--- config.mk ---
export PLATFORM = sky130hd
export DESIGN_NAME = spi_cmem_bridge_flat
export DESIGN_NICKNAME = d
export VERILOG_FILES = /design/src/rtl/spi_cmem_bridge_if.sv /design/src/rtl/spi_cmem_bridge.sv /design/src/flat_wrapper.sv
export SDC_FILE = /design/constraint.sdc
export NUM_CORES = 1
export LEC_CHECK = 0
export BUFFER_PORTS_ARGS = -buffer_cell sky130_fd_sc_hd__buf_2
export CORE_ASPECT_RATIO = 1.5
export CORE_MARGIN = 2
export CORE_UTILIZATION = 50
export DETAILED_ROUTE_END_ITERATION = 16
export PLACE_DENSITY_LB_ADDON = 0.1
export SLEW_MARGIN = 30
export SYNTH_ARGS = -nofsm -noshare
export SYNTH_HDL_FRONTEND = slang
export SYNTH_SLANG_ARGS = --single-unit
--- constraint.sdc ---
create_clock -name clk200 -period 5.9 [get_ports clk200]
set_clock_uncertainty 0.2 [all_clocks]
set_input_delay 0.59 -clock clk200 [delete_from_list [all_inputs] [get_ports clk200]]
set_output_delay 0.59 -clock clk200 [all_outputs]
set_load 0.1 [all_outputs]
--- src/rtl/spi_cmem_bridge_if.sv ---
// Pin and cmem-bus bundle for spi_cmem_bridge: the Pi-side SPI pins and the
// nibble-wide cmem strobe/address/data bus.
interface spi_cmem_bridge_if;
  logic       spi_sck;
  logic       spi_ss_n;
  logic       spi_mosi;
  logic       spi_miso;
  logic       spi_read;
  logic       spi_write;
  logic [3:0] spi_address;
  logic [3:0] spi_out_cmem_in;
  logic [3:0] spi_in_cmem_out;

  // slave: the bridge itself (SPI slave, drives the cmem strobes)
  modport slave (
    input  spi_sck, spi_ss_n, spi_mosi, spi_in_cmem_out,
    output spi_miso, spi_read, spi_write, spi_address, spi_out_cmem_in
  );

  // master: the Pi pins plus the cmem read-data return
  modport master (
    output spi_sck, spi_ss_n, spi_mosi, spi_in_cmem_out,
    input  spi_miso, spi_read, spi_write, spi_address, spi_out_cmem_in
  );
endinterface

--- src/rtl/spi_cmem_bridge.sv ---
// SPI mode-0 slave bridging Pi command bytes to cmem read/write strobes in clk200.
// Optional macro SPI_CMEM_BURST_EN enables op 0x3 auto-incrementing burst reads.
module spi_cmem_bridge #(
  parameter int SYNC_STAGES = 2
) (
  input  logic            clk200,
  input  logic            reset,
  spi_cmem_bridge_if.slave bus
);

  localparam int P_SS   = 2;
  localparam int P_SCK  = 1;
  localparam int P_MOSI = 0;

  localparam logic [3:0] OP_WRITE = 4'h0;
  localparam logic [3:0] OP_READ  = 4'h1;
`ifdef SPI_CMEM_BURST_EN
  localparam logic [3:0] OP_BURST = 4'h3;
`endif

  typedef enum logic [2:0] {
    IDLE,
    CMD,
    WDATA,
    RDATA,
`ifdef SPI_CMEM_BURST_EN
    BURST,
`endif
    IGNORE
  } state_e;

  // Synchronisers reset to 0 so SS_n already low at reset release gives no fall.
  logic [SYNC_STAGES-1:0][2:0] sync_q;
  logic [1:0]                  hist_q;
  logic [2:0]                  pin_s;
  logic                        sck_rise, sck_fall, ss_rise, ss_fall;

  always_ff @(posedge clk200) begin
    if (reset) begin
      sync_q <= '0;
      hist_q <= '0;
    end else begin
      sync_q <= {sync_q[SYNC_STAGES-2:0], {bus.spi_ss_n, bus.spi_sck, bus.spi_mosi}};
      hist_q <= sync_q[SYNC_STAGES-1][2:1];
    end
  end

  assign pin_s    = sync_q[SYNC_STAGES-1];
  assign sck_rise =  pin_s[P_SCK] & ~hist_q[P_SCK-1];
  assign sck_fall = ~pin_s[P_SCK] &  hist_q[P_SCK-1];
  assign ss_rise  =  pin_s[P_SS]  & ~hist_q[P_SS-1];
  assign ss_fall  = ~pin_s[P_SS]  &  hist_q[P_SS-1];

  state_e     state_q, state_d;
  logic [2:0] cnt_q, cnt_d;
  logic [6:0] rx_q, rx_d;
  logic [7:0] tx_q, tx_d;
  logic [3:0] addr_q, addr_d;
  logic [3:0] wdata_q, wdata_d;
  logic       rd_q, rd_d;
  logic       wr_q, wr_d;
  logic [1:0] ld_pipe_q, ld_pipe_d;
  logic [7:0] rx_byte;
  logic       byte_done;

  always_comb begin
    state_d   = state_q;
    cnt_d     = cnt_q;
    rx_d      = rx_q;
    tx_d      = tx_q;
    addr_d    = addr_q;
    wdata_d   = wdata_q;
    rd_d      = 1'b0;
    wr_d      = 1'b0;
    ld_pipe_d = {ld_pipe_q[0], rd_q};
    byte_done = 1'b0;
    rx_byte   = {rx_q, pin_s[P_MOSI]};

    if (state_q == IDLE) begin
      if (ss_fall) begin
        state_d = CMD;
        cnt_d   = '0;
        rx_d    = '0;
        tx_d    = '0;
      end
    end else if (ss_rise) begin
      state_d = IDLE;
      cnt_d   = '0;
      tx_d    = '0;
    end else begin
      if (sck_rise) begin
        cnt_d     = cnt_q + 3'd1;
        rx_d      = rx_byte[6:0];
        byte_done = (cnt_q == 3'd7);
      end
      // The fall that opens a new byte must not shift: it exposes the fresh MSB.
      if (sck_fall && cnt_q != 3'd0)
        tx_d = {tx_q[6:0], 1'b0};

      if (byte_done) begin
        // Last bit was already sampled by the master; the next byte starts as 0x00.
        tx_d = '0;
        case (state_q)
          CMD: begin
            state_d = IGNORE;
            case (rx_byte[7:4])
              OP_WRITE: begin
                state_d = WDATA;
                addr_d  = rx_byte[3:0];
              end
              OP_READ: begin
                state_d = RDATA;
                addr_d  = rx_byte[3:0];
                rd_d    = 1'b1;
              end
`ifdef SPI_CMEM_BURST_EN
              OP_BURST: begin
                state_d = BURST;
                addr_d  = rx_byte[3:0];
                rd_d    = 1'b1;
              end
`endif
              default: ;
            endcase
          end
          WDATA: begin
            state_d = IGNORE;
            wdata_d = rx_byte[3:0];
            wr_d    = 1'b1;
          end
          RDATA: state_d = IGNORE;
`ifdef SPI_CMEM_BURST_EN
          BURST: begin
            addr_d = addr_q + 4'd1;
            rd_d   = 1'b1;
          end
`endif
          default: ;
        endcase
      end

      // cmem data is valid the cycle after spi_read; take it one cycle later.
      if (ld_pipe_q[1])
        tx_d = {4'b0000, bus.spi_in_cmem_out};
    end
  end

  always_ff @(posedge clk200) begin
    if (reset) begin
      state_q   <= IDLE;
      cnt_q     <= '0;
      rx_q      <= '0;
      tx_q      <= '0;
      addr_q    <= '0;
      wdata_q   <= '0;
      rd_q      <= 1'b0;
      wr_q      <= 1'b0;
      ld_pipe_q <= '0;
    end else begin
      state_q   <= state_d;
      cnt_q     <= cnt_d;
      rx_q      <= rx_d;
      tx_q      <= tx_d;
      addr_q    <= addr_d;
      wdata_q   <= wdata_d;
      rd_q      <= rd_d;
      wr_q      <= wr_d;
      ld_pipe_q <= ld_pipe_d;
    end
  end

  // tx_q is forced to zero whenever the frame is not active.
  assign bus.spi_miso        = tx_q[7];
  assign bus.spi_read        = rd_q;
  assign bus.spi_write       = wr_q;
  assign bus.spi_address     = addr_q;
  assign bus.spi_out_cmem_in = wdata_q;

endmodule

--- src/flat_wrapper.sv ---
// flat-port wrapper written by rule: the top's interface ports become plain ports
module spi_cmem_bridge_flat 
#(
  parameter int SYNC_STAGES = 2
)
  (clk200, reset, bus_spi_sck, bus_spi_ss_n, bus_spi_mosi, bus_spi_in_cmem_out, bus_spi_miso, bus_spi_read, bus_spi_write, bus_spi_address, bus_spi_out_cmem_in);
  spi_cmem_bridge_if bus_i ();
  input  logic clk200;
  input  logic reset;
  input wire logic [$bits(bus_i.spi_sck)-1:0] bus_spi_sck;
  input wire logic [$bits(bus_i.spi_ss_n)-1:0] bus_spi_ss_n;
  input wire logic [$bits(bus_i.spi_mosi)-1:0] bus_spi_mosi;
  input wire logic [$bits(bus_i.spi_in_cmem_out)-1:0] bus_spi_in_cmem_out;
  output wire logic [$bits(bus_i.spi_miso)-1:0] bus_spi_miso;
  output wire logic [$bits(bus_i.spi_read)-1:0] bus_spi_read;
  output wire logic [$bits(bus_i.spi_write)-1:0] bus_spi_write;
  output wire logic [$bits(bus_i.spi_address)-1:0] bus_spi_address;
  output wire logic [$bits(bus_i.spi_out_cmem_in)-1:0] bus_spi_out_cmem_in;
  assign bus_i.spi_sck = bus_spi_sck;
  assign bus_i.spi_ss_n = bus_spi_ss_n;
  assign bus_i.spi_mosi = bus_spi_mosi;
  assign bus_i.spi_in_cmem_out = bus_spi_in_cmem_out;
  assign bus_spi_miso = bus_i.spi_miso;
  assign bus_spi_read = bus_i.spi_read;
  assign bus_spi_write = bus_i.spi_write;
  assign bus_spi_address = bus_i.spi_address;
  assign bus_spi_out_cmem_in = bus_i.spi_out_cmem_in;
  spi_cmem_bridge #(.SYNC_STAGES(SYNC_STAGES)) u_core (.clk200(clk200), .reset(reset), .bus(bus_i));
endmodule
==> tab_implementation.tex, run 1 <==
\begin{tabular}{lr}
\hline
Metric & Value \\
\hline
\multicolumn{2}{l}{\textbf{GRT}} \\
Global-route wire length before repair & 5.582 mm \\
Total Routing Usage GR & 19.60\% \\
Total gr overflow & 0 \\
Pin count of the biggest net entering global routing & 36 \\
Number of global-route vias before repair & 1209 \\
Antenna violations before repair & 0 \\
\multicolumn{2}{l}{\textbf{Floorplan}} \\
Starting density of the core & 51.42\% \\
Total I/O pin count & 20 \\
Row count & 26 \\
Chip width & 51.93 um \\
Die footprint & 3941 sq um \\
Die Height & 75.90 um \\
Total core area & 3351 sq um \\
\multicolumn{2}{l}{\textbf{Clocking}} \\
CTS H-Tree Depth & 2 \\
Cts bufs inserted & 5 \\
Clock slew at the register clock pins of the worst setup and hold paths & 80 ps \\
Root Buffer & sky130\_fd\_sc\_hd\_\_clkbuf\_8 \\
Buffer count from post-CTS setup fixing & 0 \\
Worst-skew pair later-pin latency & 290 ps \\
TritonCTS clock tree & done \\
Hold buffers post-CTS & 0 \\
Sinks on the clock net & 41 \\
Resize count post-CTS & 0 \\
CTS Buffer Depth & 2 \\
\multicolumn{2}{l}{\textbf{STA}} \\
Shortest clock period the worst path allows after layout & 2067 ps \\
Crit path setup slack, layout & 3833 ps \\
Sum of negative setup slack & 0 ps \\
Fmax & 483.8 MHz \\
Setup repair after global routing missed its margin & no \\
Final Max Tran Viols & 0 \\
Share of the cycle needed by the critical path after routing & 35.04\% \\
Final setup violation count & 0 \\
Slew at the pin with the worst max-slew slack & 827.3 ps \\
Final-report hold violation count & 0 \\
Remaining max-slew budget at the tightest pin & 44.74\% \\
\multicolumn{2}{l}{\textbf{Logic synthesis}} \\
Syn\_nets & 173 \\
Top post-synthesis cells by area & sky130\_fd\_sc\_hd\_\_dfxtp\_1 48\%, sky130\_fd\_sc\_hd\_\_mux2i\_1 8.7\%, sky130\_fd\_sc\_hd\_\_nor2b\_1 5.4\%, sky130\_fd\_sc\_hd\_\_a22o\_1 4.6\%, sky130\_fd\_sc\_hd\_\_nand2b\_1 2.9\% \\
EDFF count, synth & 0 \\
Most frequently used cell type in the post-synthesis netlist & sky130\_fd\_sc\_hd\_\_dfxtp\_1 \\
Fraction of post-synthesis cell area in the top cell type by area & 47.64\% \\
Fraction of registers with async set/reset & 0\% \\
Number of library cell types mapped by synthesis & 37 \\
Mapped Cells & 161 \\
Number of warnings printed during yosys synthesis & 0 \\
Post-synthesis cell type with the largest combined area & sky130\_fd\_sc\_hd\_\_dfxtp\_1 \\
Netlist Area Pre-Place & 1723 sq um \\
Top flip-flop cell by instance count after synthesis & sky130\_fd\_sc\_hd\_\_dfxtp\_1 \\
Total of flip-flops plus latches after synthesis & 41 \\
Top cells by count, synth & 41 x sky130\_fd\_sc\_hd\_\_dfxtp\_1, 15 x sky130\_fd\_sc\_hd\_\_mux2i\_1, 15 x sky130\_fd\_sc\_hd\_\_nor2b\_1 \\
Sequential-to-total area share from yosys stat & 47.64\% \\
Avg Inst Size Synth & 10.70 sq um \\
\multicolumn{2}{l}{\textbf{Final layout}} \\
Relative area change from synthesis to final layout & 14.09\% \\
N\_diodes & 0 \\
Number of nets in the layout & 193 \\
Filler cells & 295 \\
Non-filler instance count after layout & 224 \\
Fraction of final layout cells with drive strength greater than 1 & 24.18\% \\
\multicolumn{2}{l}{\textbf{Placed design}} \\
Detail Placement HPWL & 2.367 mm \\
Gpl congestion & 0.7829 \\
Post-placement cell count & 216 \\
Count of buffers from port buffering & 19 \\
Worst Setup Slack post-DPL & 3812 ps \\
\multicolumn{2}{l}{\textbf{Min path}} \\
Path type of the worst min-delay path & flop to flop \\
Destination of the worst hold path & u\_core.ld\_pipe\_q[1] \\
Instance count along the most critical hold path & 1 \\
Hold Crit Start & u\_core.ld\_pipe\_q[0] \\
\multicolumn{2}{l}{\textbf{Worst setup path}} \\
Startpoint kind of the worst setup timing path & flop \\
Crit path top cell by count & sky130\_fd\_sc\_hd\_\_ha\_1 \\
Worst Setup End Kind & flop \\
Reg-to-Reg End & u\_core.bus.spi\_out\_cmem\_in[3] \\
CP max stage cell & sky130\_fd\_sc\_hd\_\_dfxtp\_1 \\
Reg-to-reg slack, setup & 3830 ps \\
Crit Path Category & flop to flop \\
Buf+Inv Stages, Crit Path & 0 \\
Gate family responsible for the most delay along the worst path & simple AND/OR/NAND/NOR gates \\
Arrival time reported for the critical path endpoint & 2020 ps \\
Cell-by-cell trace of the critical path & ha\_1 -> ha\_1 -> and4bb\_1 -> nand4b\_1 -> mux2i\_1 -> nor2\_1 \\
FF-to-FF path depth & 6 \\
Critical path required time & 5850 ps \\
Maximum fanout encountered on the critical timing path & 5 \\
R2r startpoint & u\_core.cnt\_q[0] \\
Crit path largest cell delay & 370 ps \\
\multicolumn{2}{l}{\textbf{Outcome}} \\
Outcome & finished clean \\
\multicolumn{2}{l}{\textbf{Route}} \\
Wire length reported by the detailed router & 3.335 mm \\
Routed length per placed instance & 14.89 um \\
DR DRC count & 0 \\
Final antenna-violating net count & 0 \\
Overall via count from detail\_route & 1212 \\
Number of DRC violations after detailed-routing iteration 0 & 25 \\
Detailed-routing iteration count for the pre-antenna-repair pass & 4 \\
Detail-routed via count per cell & 5.411 \\
\multicolumn{2}{l}{\textbf{Power and ir drop}} \\
Clock group share of total power & 43.9\% \\
Total power divided by cell area & 273.3 nW/um\^{}2 \\
Total power of the final layout & 0.5372 mW \\
Largest voltage drop on the vdd net & 0.0002106 V \\
Internal power & 0.4246 mW \\
Portion of total power attributed to sequential cells & 52.3\% \\
Power spent charging and discharging nets & 0.1125 mW \\
Switching power share of the total & 20.95\% \\
Share of total power in combinational logic & 3.8\% \\
Static Leak & 0.7949 nW \\
\multicolumn{2}{l}{\textbf{Job}} \\
Max cap viols & 0 \\
\hline
\end{tabular}
## logic make-up after synthesis
logic type / count (synthesis) / share of synthesized area (%)
flops: 41 / 47.64
simple gates: 68 / 27.09
compound gates: 20 / 9.440
fa+ha+maj: 3 / 2.179
mux: 19 / 11.33
buf+inv: 10 / 2.323
## registers in the layout, indices dropped and copies added, names as in the netlist, 2 cells and up
signal / cells
u_core.tx_q: 8
u_core.rx_q: 7
u_core.bus.spi_address: 4
u_core.bus.spi_out_cmem_in: 4
u_core.cnt_q: 3
u_core.pin_s: 3
u_core.state_q: 3
u_core.sync_q: 3
u_core.hist_q: 2
u_core.ld_pipe_q: 2
## per-layer routing
layer	global-route usage (%)	up-vias	part of all wire, %
met1	21.51	584	43
met4	10.53	0	2.4
met5	0	-	0
met3	4.902	6	2.6
li1	-	603	-
met2	34.32	19	52
## power by group through the flow
| stage | combinational [mW] | clock [mW] | sequential, mW |
|---|---|---|---|
| floorplan | 0.0157 | 0 | 0.287 |
| global placement | 0.0195 | 0 | 0.287 |
| detailed placement | 0.0204 | 0 | 0.287 |
| CTS | 0.0204 | 0.241 | 0.281 |
| global route | 0.0222 | 0.251 | 0.281 |
| finish | 0.0203 | 0.236 | 0.281 |
## cells in the final DEF (no fill, tap or decap), drive strengths merged, types with 2 or more instances in the layout
cell type	instances
nor3	7
a31oi	3
nand2b	8
dfxtp	41
a21oi	5
mux2	4
buf	19
nand3	2
nor4	3
nand2	9
ha	3
mux2i	15
nor2	11
clkbuf	6
nand4	2
or3	2
inv	4
a22o	9
nor2b	15
nand3b	3
## worst max path at each step
stage                          from                       endpoint  slack [ps]  depth (start not counted)
global route        u_core.cnt_q[0]  u_core.bus.spi_out_cmem_in[3]        3700                          6
CTS                 u_core.cnt_q[0]  u_core.bus.spi_out_cmem_in[3]        3810                          6
finish              u_core.cnt_q[0]  u_core.bus.spi_out_cmem_in[3]        3830                          6
floorplan           u_core.cnt_q[0]                 u_core.tx_q[1]        4060                          6
detailed placement            reset                u_core.cnt_q[0]        3810                          3
global placement              reset                u_core.cnt_q[0]        3900                          3
## metrics by stage
step / instance area (sq um) / hold WS [ps] / utilization (%)
after floorplan: 1723 / 213.8 / -
after global placement: 1846 / 216.0 / 55.08
after detailed placement: 1846 / 230.6 / 55.08
after CTS: 1966 / 249.9 / 58.66
after global routing: 1966 / 267.7 / 58.66
final: 1966 / 252.8 / 58.66
## final cells by class
| class | instances | area [sq um] | share of cell area [%] |
|---|---|---|---|
| clock inverters | 2 | 37.54 | 1.910 |
| multi-input cells | 110 | 862.1 | 43.86 |
| well taps | 42 | 52.55 | 2.673 |
| clock buffers | 6 | 82.58 | 4.201 |
| inverters | 4 | 15.01 | 0.7638 |
| flip-flops and latches | 41 | 820.8 | 41.76 |
| repair buffers | 19 | 95.09 | 4.838 |
Note: power is estimated with default switching activity, not from simulation.
==> run 2, diff against run 1 <==
--- a/config.mk
+++ b/config.mk
@@ -5,6 +5,7 @@
 export SDC_FILE = /design/constraint.sdc
 export NUM_CORES = 1
 export LEC_CHECK = 0
+export ABC_AREA = 1
 export BUFFER_PORTS_ARGS = -buffer_cell sky130_fd_sc_hd__buf_2
 export CORE_ASPECT_RATIO = 1.5
 export CORE_MARGIN = 2
==> constraint.sdc (replaced) <==
create_clock -name clk200 -period 2.1 [get_ports clk200]
set_clock_uncertainty 0.2 [all_clocks]
set_input_delay 0.21 -clock clk200 [delete_from_list [all_inputs] [get_ports clk200]]
set_output_delay 0.21 -clock clk200 [all_outputs]
set_load 0.1 [all_outputs]
==> run 2 against run 1 <==
Total power increased to 3.2 times the previous value. Flip-flop and latch count stayed put. Register-to-register slack got worse by 3600 ps. Global-route usage grew 0.85 points. Fmax rose by 13%. Sequential power rose to 3.0 times the previous value. Critical path depth up 2. Synthesized cell count grew 55%. Count of clock-buffer cells in the layout down 1. Utilization is 0.79 points higher. Non-clock buffer count increased by 5. Largest power group unchanged. Highest routed layer unchanged.
==> tab_implementation.tex, run 2 <==
\begin{tabular}{lr}
\hline
Metric & Value \\
\hline
\multicolumn{2}{l}{\textbf{GRT}} \\
Pin count of the biggest net entering global routing & 18 (was 36) \\
Total Routing Usage GR & 20.45\% (was 19.60\%) \\
Number of global-route vias before repair & 1472 (was 1209) \\
Antenna violations before repair & 0 (unchanged) \\
Total gr overflow & 0 (unchanged) \\
Global-route wire length before repair & 6.244 mm (was 5.582 mm) \\
\multicolumn{2}{l}{\textbf{Min path}} \\
Hold Crit Start & bus\_spi\_in\_cmem\_out[0] (was u\_core.ld\_pipe\_q[0]) \\
Path type of the worst min-delay path & input pin to flop (was flop to flop) \\
Destination of the worst hold path & u\_core.tx\_q[0] (was u\_core.ld\_pipe\_q[1]) \\
Instance count along the most critical hold path & 5 (was 1) \\
\multicolumn{2}{l}{\textbf{Logic synthesis}} \\
EDFF count, synth & 0 (unchanged) \\
Number of library cell types mapped by synthesis & 25 (was 37) \\
Post-synthesis cell type with the largest combined area & sky130\_fd\_sc\_hd\_\_dfxtp\_1 (unchanged) \\
Top flip-flop cell by instance count after synthesis & sky130\_fd\_sc\_hd\_\_dfxtp\_1 (unchanged) \\
Netlist Area Pre-Place & 1790 sq um (was 1723 sq um) \\
Fraction of post-synthesis cell area in the top cell type by area & 45.84\% (was 47.64\%) \\
Compound-Gate Fraction of Synth Area & 10.20\% (was 9.441\%) \\
Simple-gate portion of the synthesized area & 31.31\% (was 27.09\%) \\
Number of warnings printed during yosys synthesis & 0 (unchanged) \\
Multiplexer share of the synthesized area & 0\% (was 11.33\%) \\
Xor and xnor area share after synthesis & 0\% (unchanged) \\
Adder and majority gate portion of the synthesized area & 2.096\% (was 2.179\%) \\
Top cells by count, synth & 54 x sky130\_fd\_sc\_hd\_\_nor2\_1, 49 x sky130\_fd\_sc\_hd\_\_nand2\_1, 41 x sky130\_fd\_sc\_hd\_\_dfxtp\_1 (was 41 x sky130\_fd\_sc\_hd\_\_dfxtp\_1, 15 x sky130\_fd\_sc\_hd\_\_mux2i\_1, 15 x sky130\_fd\_sc\_hd\_\_nor2b\_1) \\
Mapped Cells & 250 (was 161) \\
Syn\_nets & 262 (was 173) \\
Combinational family with the most area after synthesis & simple AND/OR/NAND/NOR gates (unchanged) \\
Total of flip-flops plus latches after synthesis & 41 (unchanged) \\
Top post-synthesis cells by area & sky130\_fd\_sc\_hd\_\_dfxtp\_1 46\%, sky130\_fd\_sc\_hd\_\_nor2\_1 11\%, sky130\_fd\_sc\_hd\_\_nand2\_1 10\%, sky130\_fd\_sc\_hd\_\_inv\_1 8.0\%, sky130\_fd\_sc\_hd\_\_nand3\_1 4.2\% (was sky130\_fd\_sc\_hd\_\_dfxtp\_1 48\%, sky130\_fd\_sc\_hd\_\_mux2i\_1 8.7\%, sky130\_fd\_sc\_hd\_\_nor2b\_1 5.4\%, sky130\_fd\_sc\_hd\_\_a22o\_1 4.6\%, sky130\_fd\_sc\_hd\_\_nand2b\_1 2.9\%) \\
Avg Inst Size Synth & 7.162 sq um (was 10.70 sq um) \\
Sequential-to-total area share from yosys stat & 45.84\% (was 47.64\%) \\
Fraction of registers with async set/reset & 0\% (unchanged) \\
Most frequently used cell type in the post-synthesis netlist & sky130\_fd\_sc\_hd\_\_nor2\_1 (was sky130\_fd\_sc\_hd\_\_dfxtp\_1) \\
\multicolumn{2}{l}{\textbf{Outcome}} \\
Outcome & finished clean (unchanged) \\
\multicolumn{2}{l}{\textbf{Final layout}} \\
Number of nets in the layout & 286 (was 193) \\
Biggest registers after layout & u\_core.tx\_q: 8 flops, u\_core.rx\_q: 7 flops (unchanged) \\
N\_diodes & 0 (unchanged) \\
Flip-flop count of the largest register after layout & 8 (unchanged) \\
Post-route core utilization & 59.45\% (was 58.66\%) \\
Fraction of final layout cells with drive strength greater than 1 & 14.55\% (was 24.18\%) \\
Largest reg by FF count & u\_core.tx\_q (unchanged) \\
Relative area change from synthesis to final layout & 13.42\% (was 14.09\%) \\
Most common cell after layout, fill and taps aside & sky130\_fd\_sc\_hd\_\_nor2\_1 (was sky130\_fd\_sc\_hd\_\_dfxtp\_1) \\
Most used cells in the layout excluding fill and tap cells & 54 x sky130\_fd\_sc\_hd\_\_nor2\_1, 49 x sky130\_fd\_sc\_hd\_\_nand2\_1, 41 x sky130\_fd\_sc\_hd\_\_dfxtp\_1, 38 x sky130\_fd\_sc\_hd\_\_inv\_1, 19 x sky130\_fd\_sc\_hd\_\_buf\_2 (was 41 x sky130\_fd\_sc\_hd\_\_dfxtp\_1, 19 x sky130\_fd\_sc\_hd\_\_buf\_2, 15 x sky130\_fd\_sc\_hd\_\_nor2b\_1, 15 x sky130\_fd\_sc\_hd\_\_mux2i\_1, 10 x sky130\_fd\_sc\_hd\_\_nor2\_1) \\
Filler cells & 343 (was 295) \\
\multicolumn{2}{l}{\textbf{Clocking}} \\
Clock slew at the register clock pins of the worst setup and hold paths & 80 ps (about the same) \\
Root Buffer & sky130\_fd\_sc\_hd\_\_clkbuf\_8 (unchanged) \\
CTS Buffer Depth & 2 (unchanged) \\
CTS H-Tree Depth & 2 (unchanged) \\
Sinks on the clock net & 41 (unchanged) \\
Worst-skew pair later-pin latency & 290 ps (about the same) \\
Resize count post-CTS & 0 (unchanged) \\
Hold buffers post-CTS & 3 (was 0) \\
Cts bufs inserted & 5 (unchanged) \\
TritonCTS clock tree & done (unchanged) \\
Buffer count from post-CTS setup fixing & 0 (unchanged) \\
\multicolumn{2}{l}{\textbf{Worst setup path}} \\
R2r startpoint & u\_core.cnt\_q[0] (unchanged) \\
Arrival time reported for the critical path endpoint & 1820 ps (was 2020 ps) \\
Critical path launch point & u\_core.cnt\_q[0] (unchanged) \\
Maximum fanout encountered on the critical timing path & 10 (was 5) \\
Crit Path Category & flop to flop (unchanged) \\
Reg-to-reg slack, setup & 280 ps (was 3830 ps) \\
FF-to-FF path depth & 8 (was 6) \\
Worst Setup End Kind & flop (unchanged) \\
Reg-to-Reg End & u\_core.tx\_q[3] (was u\_core.bus.spi\_out\_cmem\_in[3]) \\
Startpoint kind of the worst setup timing path & flop (unchanged) \\
Critical path required time & 2090 ps (was 5850 ps) \\
\multicolumn{2}{l}{\textbf{Job}} \\
Max cap viols & 0 (unchanged) \\
\multicolumn{2}{l}{\textbf{STA}} \\
Sum of negative setup slack & 0 ps (unchanged) \\
Final-layout worst hold slack & 49.24 ps (was 252.8 ps) \\
Final-report hold violation count & 0 (unchanged) \\
Remaining max-slew budget at the tightest pin & 66.33\% (was 44.74\%) \\
Slew at the pin with the worst max-slew slack & 503.6 ps (was 827.3 ps) \\
Crit path setup slack, layout & 275.2 ps (was 3833 ps) \\
Share of the cycle needed by the critical path after routing & 86.90\% (was 35.04\%) \\
Setup repair after global routing missed its margin & no (unchanged) \\
Final setup violation count & 0 (unchanged) \\
Fmax & 548.0 MHz (was 483.8 MHz) \\
Shortest clock period the worst path allows after layout & 1825 ps (was 2067 ps) \\
Final Max Tran Viols & 0 (unchanged) \\
\multicolumn{2}{l}{\textbf{Floorplan}} \\
Total I/O pin count & 20 (unchanged) \\
Starting density of the core & 52.42\% (was 51.42\%) \\
Die footprint & 4086 sq um (was 3941 sq um) \\
Total core area & 3416 sq um (was 3351 sq um) \\
Die Height & 77.29 um (was 75.90 um) \\
Row count & 26 (unchanged) \\
Chip width & 52.86 um (was 51.93 um) \\
\multicolumn{2}{l}{\textbf{Power and ir drop}} \\
Static Leak & 0.9807 nW (was 0.7949 nW) \\
Total power of the final layout & 1.694 mW (was 0.5372 mW) \\
Total power divided by cell area & 834.2 nW/um\^{}2 (was 273.3 nW/um\^{}2) \\
Largest voltage drop on the vdd net & 0.0005706 V (was 0.0002106 V) \\
\multicolumn{2}{l}{\textbf{Placed design}} \\
Worst Setup Slack post-DPL & 273.8 ps (was 3812 ps) \\
Count of buffers from port buffering & 19 (unchanged) \\
Detail Placement HPWL & 2.527 mm (was 2.367 mm) \\
Gpl congestion & 0.8105 (was 0.7829) \\
\multicolumn{2}{l}{\textbf{Route}} \\
Routed length per placed instance & 11.13 um (was 14.89 um) \\
DR DRC count & 0 (unchanged) \\
Wire length reported by the detailed router & 3.528 mm (was 3.335 mm) \\
Detailed-routing iteration count for the pre-antenna-repair pass & 4 (unchanged) \\
Number of DRC violations after detailed-routing iteration 0 & 45 (was 25) \\
Final antenna-violating net count & 0 (unchanged) \\
Detail-routed via count per cell & 4.871 (was 5.411) \\
Overall via count from detail\_route & 1544 (was 1212) \\
\hline
\end{tabular}
## run 2: cell types whose count changed after synthesis, moves of 13 or more
cell	delta
sky130_fd_sc_hd__nor2_1	+44
sky130_fd_sc_hd__nand2_1	+40
sky130_fd_sc_hd__mux2i_1	-15
sky130_fd_sc_hd__inv_1	+34
sky130_fd_sc_hd__nor2b_1	-15
sky130_fd_sc_hd__nand3_1	+13
## run 2: stage by stage
stage / cell area, sq um / instances
6_report: 2031 / 317
5_1_grt: 2031 / 317
4_1_cts: 2031 / 317
3_5_place_dp: 1914 / 306
3_3_place_gp: 1914 / 306
2_1_floorplan: 1790 / 250
## run 2: kinds of logic (layout without fill, tap and decap cells)
logic type / count (synthesis) / count (layout)
AOI/OAI and AO/OA: 30 / 30
adders and majority gates: 3 / 3
buffers and inverters: 47 / 72
DFF: 41 / 41
and+or+nand+nor: 129 / 129
## run 2: how the worst max path moves through the flow
stage,to,slack [ps],cells past startpoint
after floorplan,u_core.tx_q[1],450,8
after global placement,u_core.tx_q[7],280,8
after detailed placement,u_core.tx_q[7],270,8
after CTS,u_core.tx_q[7],260,8
after global routing,u_core.bus.spi_address[3],120,8
final,u_core.tx_q[3],280,8
## run 2: layout make-up
class	count	area (sq um)	area share (%)
clock inverter	3	17.52	0.8626
timing repair buffer	24	140.1	6.901
sequential	41	820.8	40.42
inverter	40	150.1	7.394
tap	42	52.55	2.588
clock buffer	5	68.82	3.389
multi-input combinational	162	780.7	38.45
## run 2: power by group
| group | switching [mW] | total, mW | internal [mW] |
|---|---|---|---|
| clock | 0.278 | 0.508 | 0.229 |
| combinational | 0.223 | 0.329 | 0.106 |
| sequential | 0.0286 | 0.857 | 0.829 |
## run 2: worst max-delay path, cell delays in order, from the launching register on
cell and delay [ps]:
sky130_fd_sc_hd__dfxtp_1 330, sky130_fd_sc_hd__ha_1 200, sky130_fd_sc_hd__ha_1 190, sky130_fd_sc_hd__nand3_1 180
sky130_fd_sc_hd__nand3_4 170, sky130_fd_sc_hd__o21ai_4 280, sky130_fd_sc_hd__nand2_1 80, sky130_fd_sc_hd__nand2_1 60
sky130_fd_sc_hd__nor2_1 40
## run 2: per-layer routing
layer	share of wire (%)	GRT usage, %	vias to the layer above
met2	54	36.25	23
met5	0	0	-
met4	1.9	8.462	0
met1	41	21.92	698
li1	-	-	817
met3	3.1	5.253	6
